--- src/rtl/uart_rx_ctrl.sv ---
// UART 8N1 receiver: oversampled framing into a two-slot ping-pong buffer
// whose slots and read pointer feed an external 2:1 byte mux.
module uart_rx_ctrl #(
  parameter int CLKS_PER_BIT = 434,
  parameter int HALF_BIT     = CLKS_PER_BIT / 2
) (
  input  logic       clk,
  input  logic       rst,
  input  logic       rx_i,
  output logic [7:0] data0,
  output logic [7:0] data1,
  output logic       sel,
  output logic       rx_valid,
  input  logic       rx_ready,
  output logic       frame_err,
  output logic       overrun
);

  localparam int CW = $clog2(CLKS_PER_BIT);
  localparam logic [CW-1:0] BIT_LAST  = CW'(CLKS_PER_BIT - 1);
  localparam logic [CW-1:0] HALF_LAST = CW'(HALF_BIT - 1);

  typedef enum logic [1:0] {
    IDLE  = 2'd0,
    START = 2'd1,
    DATA  = 2'd2,
    STOP  = 2'd3
  } state_t;

  state_t        state;
  logic          rx_meta;
  logic          rx_s;
  logic [CW-1:0] baud_cnt;
  logic [2:0]    bit_idx;
  logic [7:0]    shift;
  logic          wr_ptr;
  logic [1:0]    count;
  logic [1:0]    count_n;
  logic          stop_sample;
  logic          wr_req;
  logic          bad_stop;
  logic          consume;
  logic          do_write;

  always_ff @(posedge clk) begin
    if (rst) begin
      rx_meta <= 1'b1;
      rx_s    <= 1'b1;
    end else begin
      rx_meta <= rx_i;
      rx_s    <= rx_meta;
    end
  end

  // A full buffer still accepts a write when the same cycle consumes,
  // because the slot being read is exactly the slot being overwritten.
  always_comb begin
    stop_sample = (state == STOP) && (baud_cnt == BIT_LAST);
    wr_req      = stop_sample && rx_s;
    bad_stop    = stop_sample && !rx_s;
    consume     = rx_valid && rx_ready;
    do_write    = wr_req && ((count != 2'd2) || consume);
    count_n     = count;
    if (do_write && !consume)
      count_n = count + 2'd1;
    else if (!do_write && consume)
      count_n = count - 2'd1;
  end

  always_ff @(posedge clk) begin
    if (rst) begin
      state    <= IDLE;
      baud_cnt <= '0;
      bit_idx  <= '0;
      shift    <= '0;
    end else begin
      case (state)
        IDLE: begin
          if (!rx_s) begin
            state    <= START;
            baud_cnt <= '0;
          end
        end
        START: begin
          if (baud_cnt == HALF_LAST) begin
            baud_cnt <= '0;
            bit_idx  <= '0;
            state    <= rx_s ? IDLE : DATA;
          end else begin
            baud_cnt <= baud_cnt + 1'b1;
          end
        end
        DATA: begin
          if (baud_cnt == BIT_LAST) begin
            baud_cnt <= '0;
            shift    <= {rx_s, shift[7:1]};
            if (bit_idx == 3'd7)
              state <= STOP;
            else
              bit_idx <= bit_idx + 3'd1;
          end else begin
            baud_cnt <= baud_cnt + 1'b1;
          end
        end
        STOP: begin
          if (baud_cnt == BIT_LAST) begin
            baud_cnt <= '0;
            state    <= IDLE;
          end else begin
            baud_cnt <= baud_cnt + 1'b1;
          end
        end
        default: state <= IDLE;
      endcase
    end
  end

  always_ff @(posedge clk) begin
    if (rst) begin
      data0     <= '0;
      data1     <= '0;
      sel       <= 1'b0;
      wr_ptr    <= 1'b0;
      count     <= '0;
      rx_valid  <= 1'b0;
      frame_err <= 1'b0;
      overrun   <= 1'b0;
    end else begin
      frame_err <= bad_stop;
      overrun   <= wr_req && !do_write;
      if (do_write) begin
        if (wr_ptr)
          data1 <= shift;
        else
          data0 <= shift;
        wr_ptr <= ~wr_ptr;
      end
      if (consume)
        sel <= ~sel;
      count    <= count_n;
      rx_valid <= (count_n != 2'd0);
    end
  end

endmodule

--- config.mk ---
export PLATFORM = sky130hd
export DESIGN_NAME = uart_rx_ctrl
export DESIGN_NICKNAME = d
export VERILOG_FILES = /design/src/rtl/uart_rx_ctrl.sv
export SDC_FILE = /design/constraint.sdc
export NUM_CORES = 1
export LEC_CHECK = 0
export CELL_PAD_IN_SITES_DETAIL_PLACEMENT = 0
export CELL_PAD_IN_SITES_GLOBAL_PLACEMENT = 1
export CORE_MARGIN = 2
export CORE_UTILIZATION = 45
export DETAILED_ROUTE_END_ITERATION = 12
export PLACE_DENSITY_LB_ADDON = 0.25
export SETUP_SLACK_MARGIN = 0.1
export SYNTH_ARGS = -nofsm -noshare
export SYNTH_HDL_FRONTEND = slang
export SYNTH_SLANG_ARGS = --single-unit
--- constraint.sdc ---
create_clock -name clk -period 5.5 [get_ports clk]
set_clock_uncertainty 0.1 [all_clocks]
set_input_delay 0.825 -clock clk [delete_from_list [all_inputs] [get_ports clk]]
set_output_delay 0.825 -clock clk [all_outputs]
set_load 0.02 [all_outputs]
==> metrics.md <==
| Metric | Value |
|---|---|
| 1st-pass router iterations | 4 |
| Synth Instances | 248 |
| Area growth syn-to-layout | 16.4% |
| Most common cell after layout, fill and taps aside | dfxtp_1 |
| Ys flop type | dfxtp_1 |
| Worst slew pin tran | 0.933 ns |
| DR iter-0 viols | 115 |
| Grt ovf | 0 |
| Netlist cell types | 43 |
| TritonCTS buffer count | 5 |
| RSZ-0062 raised after global routing | no |
| I/O pin total | 24 |
| Crit path max-delay family | compound AO/OA/AOI/OAI gates |
| Die Y-Extent | 73.1 um |
| Dpl hpwl | 2.89 mm |
| Vias in the first global route | 1599 |
| Starting Density | 46.0% |
| Hold crit path type | reg -> reg |
| CP startpoint kind | flop |
| Top Usage Layer GRT | met2 |
| GRT met3 Usage | 3.73% |
| Die width | 73.1 um |
| Setup TNS | 0 ns |
| Share of layout cells above drive strength 1 | 6.84% |
| Tot GR Track Use | 18.0% |
| Max_cap viols | 0 |
| Max Fclk | 397 MHz |
| Period minus WS final | 2.52 ns |
| Post-CTS Hold Fix Bufs | 0 |
| Max-slew violation count | 0 |
| Overall Power | ~0.63 mW |
| DIE AREA | 5340 um2 |
| Seq cells post-synth | 47 |
| Mean routed wirelength per cell | 13.9 um |
| CTS Buffer Depth | 2 |
| Leak | a little under 0.8 nW |
| Async S/R FF share, synth | 0% |
| Antenna-violating nets left | 0 |
| Pin count of the biggest net entering global routing | 48 |
| Met1 usage | between 20% and 30% |
| CTS tree | done |
| Final hold violations | 0 |
| Clk slew on worst S/H paths | 0.08 ns |
| VDD IR-drop max | 0.000175 V |
| Sequential fraction of the synthesis area | between 40 and 50% |
| First-pass GRT wire length | 7.63 mm |
| Max Fanout on Critical Path | 13 |
| Worst-Skew Late Latency | 0.30 ns |
| Avg Cell Area, Syn | 8.65 um2 |
| Residual DRC | 0 |
| Synthesized net count | 258 |
| WP data required | 5.58 ns |
| Vias post-DR | 1801 |
| # rows | 25 |
| Nets | 272 |
| Slowest stage cell, crit path | a21oi_1 |
| Warnings from Yosys | 0 |
| Crit Path Category | reg -> reg |
| CP endpoint kind | flop |
| Synth Cell Area | about 2100 um2 |
| Fin crit share | between 40 and 50% |
| Total wire length | between 4 and 5 mm |
| Pwr dens | ~250 nW/um2 |
| Post-synth EDFFs | 0 |
| Relative slew slack | a little under two fifths |
| Setup Viol. Count Final | 0 |
| Post-CTS Setup Inserts | 0 |
| Post-cts gate resize count | 0 |
| Most frequent cells in the layout | dfxtp_1 (47), a21oi_1 (28), o21ai_0 (23), clkdlybuf4s50_1 (23), nand3_1 (21) |
| CP Buf/Inv Count | 1 |
| Clk sinks | 47 |
| Outcome | finished clean |
| # diodes | 0 |
| GR Util met2 | 28.2% |
| Vias/cell | roughly 5.7 |
| CP arrival | approximately 2.6 ns |
| Initial antenna violation count | 0 |
| Cell chain of the critical path | inv_1 -> ha_1 -> and4_1 -> a21oi_1 -> o21ai_0 -> a2111oi_0 |
| Placed instance area | about 2400 um2 |
| CP peak stage delay | 0.77 ns |
| H-tree depth | 2 |
| Core ar. | 4660 um2 |
| GP Congestion | 0.779 |
| Design area | 2500 um2 |
| Port Buffers | 23 |
| Root Driver | clkbuf_8 |
==> metal layers <==
layer  vias to the layer above  part of all wire [%]
met3                         4                   2.6
met5                         -                     0
met1                       832                    51
met4                         0                   1.1
met2                        32                    45
li1                        933                     -
==> power breakdown <==
group	internal (mW)	switching (mW)
sequential	0.341	0.00169
combinational	0.00519	0.0103
clock	0.150	0.120
total	0.496	0.132
==> kinds of logic after synthesis <==
logic type / synth area share (%)
buf+inv: 5.19
simple gates: 23.6
fa+ha+maj: 3.50
flops: 43.8
compound gates: 18.8
mux: 4.26
xor+xnor: 0.816
==> state kept, by name (all words and copies together) (netlist names), named ones only <==
signal     count
wr_ptr         1
data1          8
rx_meta        1
frame_err      1
rx_s           1
overrun        1
rx_valid       1
baud_cnt       9
shift          8
sel            1
bit_idx        3
state          1
count          2
data0          8
==> worst register-to-register path, cell delays in order (launching register included) <==
cell and delay (ns):
dfxtp_1 0.41, inv_1 0.09, ha_1 0.20, and4_1 0.28, a21oi_1 0.77, o21ai_0 0.16, a2111oi_0 0.40
==> through the flow <==
| stage | instances | setup WS, ns | hold slack [ns] | utilization [%] |
|---|---|---|---|---|
| floorplan | 248 | 3.53 | 0.293 | - |
| global placement | 309 | 2.84 | 0.294 | 51.0 |
| detailed placement | 309 | 2.73 | 0.297 | 51.0 |
| CTS | 317 | 2.97 | 0.318 | 53.6 |
| global route | 317 | 2.65 | 0.345 | 53.6 |
| finish | 317 | 2.98 | 0.319 | 53.6 |
==> synth_stat cells, types with 3 or more instances <==
master / count / share of area [%]
a21oi_1: 28 / 6.5
a31oi_1: 3 / 0.87
and3_1: 3 / 0.87
and4_1: 5 / 2.0
clkbuf_1: 14 / 2.4
dfxtp_1: 47 / 44
ha_1: 6 / 3.5
inv_1: 10 / 1.7
mux2i_1: 8 / 3.7
nand2_1: 12 / 2.1
nand2b_1: 3 / 0.87
nand3_1: 21 / 4.9
nand4_1: 6 / 1.7
nor2_1: 14 / 2.4
nor3_1: 5 / 1.2
nor4_1: 5 / 1.5
o21ai_0: 23 / 5.4
o22ai_1: 4 / 1.2
==> worst paths after layout <==
kind	startpoint	end	slack (ns)	cells after the start
setup / recovery	baud_cnt[1]	baud_cnt[2]	2.98	6
setup reg to reg	baud_cnt[1]	baud_cnt[2]	2.98	6
hold reg to reg	rx_meta	rx_s	0.32	1
hold / removal	rx_meta	rx_s	0.32	1
==> area by class of cell <==
cell class / count / area, um2
Fill cell: 460 / 2160
Inverter: 10 / 37.5
Clock buffer: 6 / 82.6
Clock inverter: 2 / 38.8
Timing Repair Buffer: 24 / 238
Sequential cell: 47 / 941
Tap cell: 54 / 67.6
Multi-Input combinational cell: 174 / 1090
No activity file was read; power rests on OpenSTA's default activity.
